--- config.mk ---
export PLATFORM = sky130hd
export DESIGN_NAME = pcs_am_insert
export DESIGN_NICKNAME = d
export VERILOG_FILES = /design/src/rtl/pcs_pkg.sv /design/src/rtl/pcs_bip_acc.sv /design/src/rtl/pcs_am_insert.sv
export SDC_FILE = /design/constraint.sdc
export NUM_CORES = 1
export LEC_CHECK = 0
export BUFFER_PORTS_ARGS = -buffer_cell sky130_fd_sc_hd__buf_2
export CAP_MARGIN = 20
export CORE_ASPECT_RATIO = 1.2
export CORE_UTILIZATION = 25
export DETAILED_ROUTE_END_ITERATION = 16
export MAX_ROUTING_LAYER = met4
export PLACE_DENSITY = 0.56
export SLEW_MARGIN = 20
export SYNTH_ARGS = -nofsm -noshare
export SYNTH_HDL_FRONTEND = slang
export SYNTH_SLANG_ARGS = --single-unit
--- constraint.sdc ---
create_clock -name clk -period 3 [get_ports clk]
set_input_delay 0.75 -clock clk [delete_from_list [all_inputs] [get_ports clk]]
set_output_delay 0.75 -clock clk [all_outputs]
set_load 0.005 [all_outputs]
--- src/rtl/pcs_pkg.sv ---
// Shared constants, alignment-marker tables and the BIP3 parity function for the BASE-R PCS lanes.
// Latency: n/a (package only).
// Backpressure: n/a (package only).
package pcs_pkg;

    localparam int         PCS_BLOCK_W       = 66;
    // Sync header values, written as block bits [1:0]. Bit 0 is transmitted first.
    localparam logic [1:0] SYNC_CTRL         = 2'b01;
    localparam logic [1:0] SYNC_DATA         = 2'b10;
    localparam int         AM_PERIOD_DEFAULT = 16383;

    // Packs one marker as {M2, M1, M0}, so M0 lands in the lowest payload byte.
    function automatic logic [23:0] am_pack(input logic [7:0] m0, input logic [7:0] m1,
                                            input logic [7:0] m2);
        return {m2, m1, m0};
    endfunction

    // Marker bytes M0..M2 for one lane. lane_n selects the 4-lane (40G)
    // or the 20-lane (100G) table. An unknown lane returns zero.
    function automatic logic [23:0] am_marker(input int lane_n, input int lane);
        logic [23:0] r;
        r = '0;
        if (lane_n == 20) begin
            case (lane)
                0:  r = am_pack(8'hC1, 8'h68, 8'h21);
                1:  r = am_pack(8'h9D, 8'h71, 8'h8E);
                2:  r = am_pack(8'h59, 8'h4B, 8'hE8);
                3:  r = am_pack(8'h4D, 8'h95, 8'h7B);
                4:  r = am_pack(8'hF5, 8'h07, 8'h09);
                5:  r = am_pack(8'hDD, 8'h14, 8'hC2);
                6:  r = am_pack(8'h9A, 8'h4A, 8'h26);
                7:  r = am_pack(8'h7B, 8'h45, 8'h66);
                8:  r = am_pack(8'hA0, 8'h24, 8'h76);
                9:  r = am_pack(8'h68, 8'hC9, 8'hFB);
                10: r = am_pack(8'hFD, 8'h6C, 8'h99);
                11: r = am_pack(8'hB9, 8'h91, 8'h55);
                12: r = am_pack(8'h5C, 8'hB9, 8'hB2);
                13: r = am_pack(8'h1A, 8'hF8, 8'hBD);
                14: r = am_pack(8'h83, 8'hC7, 8'hCA);
                15: r = am_pack(8'h35, 8'h36, 8'hCD);
                16: r = am_pack(8'hC4, 8'h31, 8'h4C);
                17: r = am_pack(8'hAD, 8'hD6, 8'hB7);
                18: r = am_pack(8'h5F, 8'h66, 8'h2A);
                19: r = am_pack(8'hC0, 8'hF0, 8'hE5);
                default: r = '0;
            endcase
        end else begin
            case (lane)
                0: r = am_pack(8'h90, 8'h76, 8'h47);
                1: r = am_pack(8'hF0, 8'hC4, 8'hE6);
                2: r = am_pack(8'hC5, 8'h65, 8'h9B);
                3: r = am_pack(8'hA2, 8'h79, 8'h3D);
                default: r = '0;
            endcase
        end
        return r;
    endfunction

    // BIP3 bit k is the XOR of the eight payload bits that share column k
    // (block bits k+2, k+10, ...). Sync bits 0 and 1 also fold into parity
    // bits 3 and 4.
    function automatic logic [7:0] bip3_fn(input logic [PCS_BLOCK_W-1:0] blk);
        logic [7:0] r;
        r = 8'h00;
        for (int j = 0; j < 8; j++) begin
            r = r ^ blk[2 + 8*j +: 8];
        end
        r[3] = r[3] ^ blk[0];
        r[4] = r[4] ^ blk[1];
        return r;
    endfunction

endpackage

--- src/rtl/pcs_bip_acc.sv ---
// Per-lane BIP3 accumulator over every block emitted on the lane.
// Latency: bip3 is the registered running parity. It reflects blocks emitted before the current edge.
// Backpressure: none. It takes one block on every clock edge after reset release.
// Ports: clk, nreset (async active-low), block (block as transmitted this cycle),
//        am_slot (this block is an AM), bip3 (parity since and including the last AM).
module pcs_bip_acc
    import pcs_pkg::*;
#(
    parameter int BLOCK_W = PCS_BLOCK_W
) (
    input  logic               clk,
    input  logic               nreset,
    input  logic [BLOCK_W-1:0] block,
    input  logic               am_slot,
    output logic [7:0]         bip3
);

    logic [7:0] r_acc;
    logic [7:0] w_blk_bip;

    assign w_blk_bip = bip3_fn(block);

    // On an AM slot, the AM already carries the old accumulator value in its BIP
    // fields. The new parity window therefore starts with the AM itself.
    always_ff @(posedge clk or negedge nreset) begin
        if (!nreset) begin
            r_acc <= 8'h00;
        end else if (am_slot) begin
            r_acc <= w_blk_bip;
        end else begin
            r_acc <= r_acc ^ w_blk_bip;
        end
    end

    assign bip3 = r_acc;

endmodule

--- src/rtl/pcs_am_insert.sv ---
// Inserts one alignment marker into all PCS lanes every AM_PERIOD data blocks.
// Latency: 1 cycle from data_i to data_o. The first block after reset release is an AM.
// Backpressure: ready_o drops for the AM slot, and upstream holds data_i until ready_o returns.
// Ports: clk, nreset (async active-low), data_i (lane i at [i*BLOCK_W +: BLOCK_W]),
//        ready_o (data_i consumed at this edge), data_o (registered blocks),
//        block_v_o (data_o valid), am_v_o (data_o is an AM on every lane).
module pcs_am_insert
    import pcs_pkg::*;
#(
    parameter int LANE_N    = 4,
    parameter int BLOCK_W   = PCS_BLOCK_W,
    parameter int AM_PERIOD = AM_PERIOD_DEFAULT
) (
    input  logic                      clk,
    input  logic                      nreset,
    input  logic [LANE_N*BLOCK_W-1:0] data_i,
    output logic                      ready_o,
    output logic [LANE_N*BLOCK_W-1:0] data_o,
    output logic                      block_v_o,
    output logic                      am_v_o
);

    localparam int CNT_W = $clog2(AM_PERIOD + 1);

    logic [CNT_W-1:0]          r_cnt;
    logic                      w_am_slot;
    logic [LANE_N*BLOCK_W-1:0] w_tx;
    logic [LANE_N*BLOCK_W-1:0] r_data;
    logic                      r_block_v;
    logic                      r_am_v;

    // Reset parks the counter on the AM slot, so the first emitted block is a marker.
    assign w_am_slot = (r_cnt == CNT_W'(AM_PERIOD));
    assign ready_o   = ~w_am_slot;

    for (genvar g = 0; g < LANE_N; g++) begin : g_lane
        localparam logic [23:0] M_LANE = am_marker(LANE_N, g);

        logic [7:0]         w_bip3;
        logic [BLOCK_W-1:0] w_am;

        // M4..M6 and BIP7 are the bitwise complements of M0..M2 and BIP3.
        assign w_am = {~w_bip3, ~M_LANE, w_bip3, M_LANE, SYNC_CTRL};

        assign w_tx[g*BLOCK_W +: BLOCK_W] = w_am_slot ? w_am : data_i[g*BLOCK_W +: BLOCK_W];

        // The accumulator sees exactly what goes out on the lane, including the
        // AM with its BIP fields filled in.
        pcs_bip_acc #(
            .BLOCK_W (BLOCK_W)
        ) u_bip_acc (
            .clk     (clk),
            .nreset  (nreset),
            .block   (w_tx[g*BLOCK_W +: BLOCK_W]),
            .am_slot (w_am_slot),
            .bip3    (w_bip3)
        );
    end

    always_ff @(posedge clk or negedge nreset) begin
        if (!nreset) begin
            r_cnt     <= CNT_W'(AM_PERIOD);
            r_data    <= '0;
            r_block_v <= 1'b0;
            r_am_v    <= 1'b0;
        end else begin
            r_block_v <= 1'b1;
            r_data    <= w_tx;
            r_am_v    <= w_am_slot;
            r_cnt     <= w_am_slot ? '0 : r_cnt + CNT_W'(1);
        end
    end

    assign data_o    = r_data;
    assign block_v_o = r_block_v;
    assign am_v_o    = r_am_v;

endmodule

==> key figures, run 1 <==
Outcome
  • Status: finished clean

GRT
  • First-pass GRT wire length: 55900 um
  • Vias in the first global route: 9757
  • Total GRT Usage: 14.4%
  • Initial antenna violation count: 8
  • Grt total ovfl: 0
  • Pin count of the biggest net entering global routing: 154

Clock network
  • Post-CTS Hold Buffers: 0
  • Clk_lat worst skew: 540 ps
  • Clock transition at path regs: 60 ps
  • Postcts setup bufs: 0
  • Clock buffers created by TritonCTS: 35
  • Clock Tree Buf Depth: 3
  • Post-CTS sizing: 0
  • CTS tree: built
  • Root Buffer: clkbuf_16
  • H-tree depth: 2
  • CTS sink count: 312

Timing
  • Worst rel slew slack: 49.8%
  • Final TNS setup: 0 ps
  • Final setup margin: 157 ps
  • RSZ-0062 raised after global routing: no
  • Max frequency: 0.352 GHz
  • Crit path time final: 2840 ps
  • Fin. Hold Viols: 0
  • Worst Skew: 24.5 ps
  • Final worst-path cycle share: 94.8%
  • Max-slew violations: 0
  • # setup viols final: 0
  • Slew of the pin with the lowest slew margin: 752 ps

Worst setup path
  • Kind of critical path: reg -> out
  • CP required: 2250 ps
  • Critical path startpoint category: flop
  • CP max FO: 7
  • FF-to-FF setup slack: 690 ps
  • Worst setup path endpoint: ready_o
  • CP endpoint kind: output pin
  • Crit-path slowest cell: dfstp_2
  • CP Data Arrival Time: 2090 ps
  • Worst R2R Start: r_cnt[0]$_DFF_PN1_
  • Reg2Reg Depth: 5
  • R2r endpoint: data_o[10]$_DFF_PN0_
  • Crit-path cells: ha_1 -> and4_1 -> nand4_4 -> buf_2
  • CP max stage delay: 550 ps
  • Critical path origin: r_cnt[0]$_DFF_PN1_

Floorplanning
  • DIE WIDTH: 209 um
  • Core Rows: 90
  • Die area: 52300 sq um
  • Initial Util: 25.4%
  • Core ar.: 50600 sq um
  • Die Ht: 250 um
  • Ports: 533

Synthesis
  • Largest cells by area after synthesis: dfrtp_1 (58%), xnor2_1 (13%), xnor3_1 (5.6%)
  • Seq cells post-synth: 312
  • Syn_area_per_cell: 12.6 sq um
  • Synth top area share: 58.1%
  • Seq/Total Area, Yosys: 60.9%
  • Cell type with the largest total area after synthesis: dfrtp_1
  • Post-Syn Nets: 1288
  • Synth Warn #: 0
  • Post-synth cell types: 30
  • Syn Inst Count: 1021
  • Synthesized area: 12800 sq um

Power and ir drop
  • Combinational cell fraction of total power: 21.1%
  • Clock Power Share: 35.7%
  • Internal power: 0.00847 W
  • Peak supply drop: 372 uV
  • Static leakage: 8.49 nW
  • Switching Share: 25.2%
  • NetSw: 0.00286 W
  • Flop pwr share: 43.2%
  • Cell Pwr Density: 655 nW/um^2

Drt
  • WL met2: 19200 um
  • DR top layer: met4
  • DR vias/cell: 4.05
  • Wl on met1: 13800 um
  • Drt wl/cell: 16.5 um
  • Met3 WL: 2800 um
  • Final antenna-violating net count: 0
  • Routed WL: 36800 um
  • Initial DRC Count: 385
  • TritonRoute pass-1 iters: 4
  • Via count: 9035
  • DRC: 0

Place
  • Post-place setup slack: 710 ps
  • Detailed placer's ending HPWL: 28100 um
  • Port bufs: 532
  • Routability cong.: 0.821

Cells and area
  • Most common cell after layout, fill and taps aside: buf_2
  • Share of layout cells above drive strength 1: 38.4%
  • Commonest cells after routing, fill and taps aside: buf_2 (531), dfrtp_1 (298), xnor2_1 (197), nand2_1 (138), and2_1 (101)
  • Synthesis-to-layout area growth: 34.6%
  • Fin nets: 1825

Flow run
  • Max_cap viols: 0

Min path
  • HP Class: in -> async
[layout make-up]
type                    count  area, sq um
inverters                   2         12.5
well taps                 644          806
repair buffers            541         2800
fillers                  5114        33300
clock inverters             6         45.0
flip-flops and latches    312         7830
clock buffers              53         1020
diodes                      6         15.0
multi-input cells         666         4760
[worst min path at each step]
stage / endpoint / slack (ps) / cells past startpoint
finish: data_o[184]$_DFF_PN0_ / 130 / 1
floorplan: am_v_o$_DFF_PN0_ / 450 / 0
global route: data_o[150]$_DFF_PN0_ / 140 / 1
detailed placement: r_cnt[10]$_DFF_PN1_ / 480 / 1
global placement: r_cnt[10]$_DFF_PN1_ / 470 / 1
CTS: data_o[176]$_DFF_PN0_ / 140 / 1
[metal layers]
layer,vias up,global-route usage (%)
met2,346,25.2
met5,-,-
met4,0,5.21
met1,4390,15.3
li1,4244,-
met3,55,4.44
[stage by stage]
step,util (%),cells,instance area (sq um),total power (W),hold WS [ps]
2_1_floorplan,-,1021,12800,0.00661,454
3_3_place_gp,32.1,2165,16200,0.00733,473
3_5_place_dp,32.1,2165,16200,0.00740,481
4_1_cts,34.2,2224,17300,0.0115,137
5_1_grt,34.2,2230,17300,0.0119,138
6_report,34.2,2230,17300,0.0113,131
[power by group through the flow]
| stage | logic [W] | clock network [W] | registers, W |
|---|---|---|---|
| after floorplan | 0.00167 | 0 | 0.00494 |
| after detailed placement | 0.00242 | 0 | 0.00497 |
| after global routing | 0.00264 | 0.00435 | 0.00494 |
| after CTS | 0.00244 | 0.00420 | 0.00490 |
| final | 0.00239 | 0.00404 | 0.00489 |
| after global placement | 0.00238 | 0 | 0.00496 |
[sequential cells by signal, indices dropped and copies added, names as in the netlist]
| register | flops |
|---|---|
| r_cnt | 14 |
| am_v_o | 1 |
| data_o | 264 |
| g_lane.u_bip_acc.bip3 | 32 |
| block_v_o | 1 |
[Yosys cell counts, drive strengths merged]
library cell,n
inv,1
nand2,138
a41oi,2
and4,2
o21ai,34
nand2b,100
a21oi,4
nand3,3
conb,1
nand4,3
xnor3,32
or3,1
buf,28
ha,1
dfstp,14
xnor2,197
and2,101
nor2,31
o31ai,1
and3,4
clkbuf,13
dfrtp,298
xor2,11
clkinv,1
[worst max-delay path: cells and delay by family, from the launching register on]
kind	cells	cell delay, ps
fa+ha+maj	1	210
buf+inv	1	200
flops	1	550
simple gates	2	590
[cells by family (layout without fill, tap and decap cells)]
family / after synthesis / after routing / synth area share [%]
AOI/OAI and AO/OA: 41 / 41 / 1.68
xor gates and xnor gates: 240 / 240 / 19.8
adders and majority gates: 1 / 1 / 0.0974
buffers and inverters: 43 / 602 / 2.00
DFF: 312 / 312 / 60.9
other: 1 / 7 / 0.0292
and+or+nand+nor: 383 / 383 / 15.5
Power figures use the tool's default switching activity.
==> inputs of run 2 (changes only) <==
BUFFER_PORTS_ARGS = -buffer_cell sky130_fd_sc_hd__buf_4   (was -buffer_cell sky130_fd_sc_hd__buf_2)
==> run 2 against run 1 <==
  * Clock-buffer cell count up 3
  * Non-clock buffer count is 8 higher
  * Combinational power up 8.8%
  * Critical path depth did not move
  * Largest power group unchanged
  * Clock skew decreased by 4.0 ps
  * Global-route usage up 0.55 points
  * Maximum frequency is 0.12% higher
  * First-iteration DRC count rose by 2.3%
  * Wire length grew 4.6%
==> key figures, run 2 (synthesized netlist as in run 1, its figures left out) <==
Outcome
  • Status: finished clean

Cells and area
  • # fillers: 4964 (-2.9%)
  • Storage cell area: 7830 sq um (unchanged)
  • Fin nets: 1834 (+0.49%)
  • Footprint of the multi-input gates: 4760 sq um (unchanged)
  • Largest register FFs: 264 (unchanged)
  • Most common cell after layout, fill and taps aside: buf_4
  • Final Util: 37.3% (+3.1 points)
  • Share of layout cells above drive strength 1: 39.1% (+0.72 points)
  • Commonest cells after routing, fill and taps aside: buf_4 (541), dfrtp_1 (298), xnor2_1 (197), nand2_1 (138), and2_1 (101)
  • Synthesis-to-layout area growth: 46.7%

GRT
  • Initial antenna violation count: 4 (-4)
  • Vias in the first global route: 9703 (-0.55%)
  • Pin count of the biggest net entering global routing: 130 (-16%)
  • First-pass GRT wire length: 57700 um (+3.3%)
  • Total GRT Usage: 15.0% (+0.55 points)
  • Grt total ovfl: 0 (unchanged)

Drt
  • TritonRoute pass-1 iters: 4 (unchanged)
  • Drt wl/cell: 17.2 um (+4.1%)
  • DR vias/cell: 4.01 (-0.92%)
  • DRC: 0 (unchanged)
  • Routed WL: 38400 um (+4.6%)
  • Final antenna-violating net count: 0 (unchanged)
  • Initial DRC Count: 394 (+2.3%)
  • Via count: 8992 (-0.48%)

Timing
  • Final TNS setup: 0 ps (unchanged)
  • # setup viols final: 0 (unchanged)
  • Worst Skew: 20.5 ps (-4.03 ps)
  • Fin. Hold Viols: 0 (unchanged)
  • Slew of the pin with the lowest slew margin: 719 ps (-32.9 ps)
  • RSZ-0062 raised after global routing: no
  • Final worst-path cycle share: 94.7% (-0.11 points)
  • Max frequency: 0.352 GHz (+0.12%)
  • Max-slew violations: 0 (unchanged)
  • Crit path time final: 2840 ps (-3.34 ps)
  • Worst rel slew slack: 52.0% (+2.2 points)

Worst setup path
  • Crit-path cells: ha_1 -> and4_1 -> nand4_4 -> buf_4
  • Worst R2R Start: r_cnt[0]$_DFF_PN1_
  • Kind of critical path: reg -> out
  • Critical path startpoint category: flop
  • CP max stage delay: 550 ps (about the same)
  • CP required: 2250 ps (about the same)
  • Family with the most delay on the worst path: simple AND/OR/NAND/NOR gates
  • Worst setup path endpoint: ready_o
  • CP Buf/Inv Count: 1 (unchanged)
  • CP endpoint kind: output pin
  • FF-to-FF setup slack: 760 ps (+70 ps)
  • CP Data Arrival Time: 2090 ps (about the same)
  • Critical path origin: r_cnt[0]$_DFF_PN1_
  • Reg2Reg Depth: 6 (+1)
  • CP max FO: 7 (unchanged)
  • Crit-path slowest cell: dfstp_2
  • R2r endpoint: data_o[44]$_DFF_PN0_
  • Crit path depth: 4 (unchanged)

Floorplanning
  • Initial Util: 25.4% (unchanged)
  • Core ar.: 50600 sq um (unchanged)
  • DIE WIDTH: 209 um (unchanged)
  • Die area: 52300 sq um (unchanged)
  • Die Ht: 250 um (unchanged)
  • Core Rows: 90 (unchanged)
  • Ports: 533 (unchanged)

Clock network
  • Post-CTS sizing: 0 (unchanged)
  • Clk_lat worst skew: 550 ps (about the same)
  • Clock Tree Buf Depth: 3 (unchanged)
  • Clock buffers created by TritonCTS: 36 (+2.9%)
  • Clock transition at path regs: 60 ps (about the same)
  • CTS tree: built
  • Postcts setup bufs: 0 (unchanged)
  • Post-CTS Hold Buffers: 0 (unchanged)
  • CTS sink count: 312 (unchanged)
  • Root Buffer: clkbuf_16
  • H-tree depth: 2 (unchanged)

Place
  • Routability cong.: 0.844 (+2.9%)
  • Port bufs: 532 (unchanged)
  • Detailed placer's ending HPWL: 29400 um (+4.6%)

Flow run
  • Max_cap viols: 0 (unchanged)

Power and ir drop
  • Peak supply drop: 416 uV (+12%)
  • Static leakage: 9.07 nW (+6.9%)
  • Cell Pwr Density: 635 nW/um^2 (-3.1%)

Min path
  • HP Class: in -> async
## run 2: cell count changes in the layout (fill, tap and decap cells not counted)
cell and change:
clkinv_2 -1, buf_2 -531, buf_4 +537, clkinv_1 +1, bufinv_16 +1, diode_2 -2
buf_12 +2, clkbuf_1 -5, clkbuf_16 +2, clkbuf_8 +6
## run 2: power by group
| group | internal, W | switching [W] | total (W) | leakage, nW |
|---|---|---|---|---|
| sequential | 0.00464 | 0.000266 | 0.00490 | 3.62 |
| combinational | 0.00168 | 0.000916 | 0.00260 | 4.85 |
| clock | 0.00269 | 0.00177 | 0.00446 | 0.601 |
| total | 0.00901 | 0.00295 | 0.0120 | 9.07 |
## run 2: how the worst min path moves through the flow
| stage | cells after the start | start | slack [ps] | endpoint |
|---|---|---|---|---|
| 2_1_floorplan | 0 | nreset | 450 | am_v_o$_DFF_PN0_ |
| 3_3_place_gp | 1 | r_cnt[10]$_DFF_PN1_ | 470 | r_cnt[10]$_DFF_PN1_ |
| 3_5_place_dp | 1 | r_cnt[10]$_DFF_PN1_ | 480 | r_cnt[10]$_DFF_PN1_ |
| 4_1_cts | 1 | nreset | 230 | data_o[176]$_DFF_PN0_ |
| 5_1_grt | 1 | nreset | 260 | data_o[171]$_DFF_PN0_ |
| 6_report | 1 | nreset | 220 | data_o[176]$_DFF_PN0_ |
## run 2: stage by stage
stage	worst slack (ps)	cells	hold slack, ps	power (W)	instance area (sq um)
floorplan	758	1021	454	0.00661	12800
global placement	737	2173	472	0.00756	17600
detailed placement	699	2173	482	0.00761	17600
CTS	93.5	2236	228	0.0122	18800
global route	47.8	2240	263	0.0126	18800
finish	160	2240	218	0.0120	18800
## run 2: final cells by class
cell class	instances	share of cell area, %
clock inverter	7	0.392
sequential	312	41.5
multi-input combinational	666	25.3
tap	644	4.28
inverter	2	0.0664
clock buffer	56	6.04
antenna	4	0.0531
timing repair buffer	549	22.4
## run 2: layer usage
layer / global-route usage (%) / routed length (um)
met5: - / 0
met4: 4.71 / 903
met3: 5.04 / 3120
met2: 26.2 / 20200
met1: 15.8 / 14200
==> inputs of run 3 (changes only) <==
CAP_MARGIN = 5   (was 20)
CORE_AREA = 2 2 209 211   (was default)
CORE_ASPECT_RATIO = default   (was 1.2)
CORE_UTILIZATION = default   (was 25)
DIE_AREA = 0 0 211 213   (was default)
PLACE_DENSITY = 0.63   (was 0.56)
==> run 3 against run 2 <==
  * Clock power fell by 4.7%
  * Clock-buffer cell count shrank 3
  * Utilization is 6.3 points higher
  * Non-clock buffer count is 4 lower
  * Hold slack got worse by 54 ps
  * Combinational power is essentially flat
==> key figures, run 3 (synthesized netlist as in run 1, its figures left out) <==
Place
  • Port bufs: 532 (unchanged)
  • Routability cong.: 0.856 (+1.4%)
  • Detailed placer's ending HPWL: 28100 um (-4.4%)

Worst setup path
  • Family with the most delay on the worst path: simple AND/OR/NAND/NOR gates
  • CP endpoint kind: output pin
  • Crit-path slowest cell: dfstp_2
  • CP max FO: 7 (unchanged)
  • CP Data Arrival Time: 2070 ps (-20 ps)
  • CP Buf/Inv Count: 1 (unchanged)
  • CP max stage delay: 550 ps (about the same)
  • Critical path startpoint category: flop
  • Crit-path cells: ha_1 -> and4_2 -> nand4_4 -> buf_4
  • CP required: 2250 ps (about the same)
  • Kind of critical path: reg -> out

Clock network
  • Clock buffers created by TritonCTS: 36 (unchanged)
  • H-tree depth: 2 (unchanged)
  • Root Buffer: clkbuf_16
  • Postcts setup bufs: 0 (unchanged)
  • Clock Tree Buf Depth: 3 (unchanged)
  • CTS sink count: 312 (unchanged)
  • Clock transition at path regs: 60 ps (about the same)
  • CTS tree: built
  • Clk_lat worst skew: 530 ps (-20 ps)

Power and ir drop
  • Static leakage: 9.00 nW (-0.83%)
  • Cell Pwr Density: 631 nW/um^2 (-0.59%)
  • Final Power: 0.0117 W (-1.9%)
  • Peak supply drop: 379 uV (-8.7%)

Drt
  • DRC: 0 (unchanged)
  • DR vias/cell: 4.19 (+4.4%)
  • Via count: 8964 (-0.31%)
  • Drt wl/cell: 17.1 um (-0.54%)
  • TritonRoute pass-1 iters: 7 (+3)
  • Final antenna-violating net count: 0 (unchanged)
  • Initial DRC Count: 476 (+21%)
  • Routed WL: 36500 um (-5.1%)

Floorplanning
  • Core Rows: 76 (-16%)
  • Die Ht: 213 um (-15%)
  • Die area: 44900 sq um (-14%)
  • Ports: 533 (unchanged)
  • Initial Util: 30.1% (+4.7 points)
  • DIE WIDTH: 211 um (+0.99%)
  • Core ar.: 42700 sq um (-16%)

Timing
  • RSZ-0062 raised after global routing: no
  • Final worst-path cycle share: 94.0% (-0.62 points)
  • Crit path time final: 2820 ps (-18.5 ps)
  • Slew of the pin with the lowest slew margin: 654 ps (-65.3 ps)
  • Max-slew violations: 0 (unchanged)
  • Max frequency: 0.354 GHz (+0.66%)
  • # setup viols final: 0 (unchanged)
  • Worst Skew: 20.6 ps (+0.0801 ps)
  • Worst rel slew slack: 56.4% (+4.4 points)
  • Final TNS setup: 0 ps (unchanged)
  • Fin. Hold Viols: 0 (unchanged)
  • Min Hold Slack: 164 ps (-53.7 ps)

Outcome
  • Status: finished clean

Cells and area
  • Fin nets: 1830 (-0.22%)
  • Share of layout cells above drive strength 1: 38.7% (-0.38 points)
  • Largest register FFs: 264 (unchanged)
  • Most common cell after layout, fill and taps aside: buf_4
  • Commonest cells after routing, fill and taps aside: buf_4 (539), dfrtp_1 (298), xnor2_1 (197), nand2_1 (138), and2_1 (101)
  • Synthesis-to-layout area growth: 44.8%

GRT
  • First-pass GRT wire length: 53800 um (-6.8%)
  • Initial antenna violation count: 5 (+1)
  • Pin count of the biggest net entering global routing: 146 (+12%)
  • Total GRT Usage: 16.3% (+1.3 points)
  • Vias in the first global route: 9407 (-3.1%)
  • Grt total ovfl: 0 (unchanged)

Flow run
  • Max_cap viols: 0 (unchanged)

Min path
  • HP Class: in -> async
==> run 3: cell count changes in the layout (fill, tap and decap cells not counted) <==
cell	before	now
and4_1	2	1
and4_2	0	1
buf_12	7	5
buf_4	541	539
bufinv_16	1	2
clkbuf_1	6	11
clkbuf_16	38	36
clkbuf_8	12	6
clkinv_1	1	0
clkinv_2	3	4
clkinvlp_4	0	1
diode_2	4	5
==> run 3: final timing paths <==
check / startpoint / end / slack, ps / depth (start not counted)
min reg2reg: r_cnt[10]$_DFF_PN1_ / r_cnt[10]$_DFF_PN1_ / 490 / 1
max in group asynchronous: nreset / data_o[44]$_DFF_PN0_ / 1940 / 2
min in group clk: data_i[140] / data_o[140]$_DFF_PN0_ / 420 / 2
max: r_cnt[0]$_DFF_PN1_ / ready_o / 180 / 4
min: nreset / data_o[180]$_DFF_PN0_ / 160 / 1
max reg2reg: r_cnt[0]$_DFF_PN1_ / data_o[77]$_DFF_PN0_ / 790 / 5
==> run 3: cell type report <==
type | instances | area [sq um]
tap | 546 | 683
fill | 3957 | 24100
clock inverter | 9 | 113
timing repair buffer | 545 | 4160
multi-input combinational | 666 | 4770
antenna | 5 | 12.5
clock buffer | 53 | 1020
inverter | 2 | 12.5
sequential | 312 | 7830
==> run 3: stage by stage <==
step | util, % | instances | cell area [sq um] | setup slack, ps
floorplan | - | 1021 | 12800 | 758
global placement | 40.9 | 2071 | 17400 | 705
detailed placement | 40.9 | 2071 | 17400 | 661
CTS | 43.5 | 2133 | 18600 | 65.0
global route | 43.6 | 2138 | 18600 | 69.7
finish | 43.6 | 2138 | 18600 | 179
==> run 3: routing by layer <==
| metal | routed length [um] | global-route usage (%) | vias up |
|---|---|---|---|
| met5 | 0 | - | - |
| met4 | 781 | 4.88 | 0 |
| met3 | 3400 | 6.28 | 50 |
| met2 | 18600 | 27.9 | 367 |
| met1 | 13700 | 17.5 | 4298 |
| li1 | - | - | 4249 |
==> run 3: where the power goes <==
part	switching, W	internal, W
logic	0.000907	0.00168
registers	0.000266	0.00464
clock network	0.00171	0.00254
==> run 3: timing repair <==
item,in CTS,in global routing
resized for setup,0,1
endpoints found under the setup margin,0,1
hold buffers,0,0
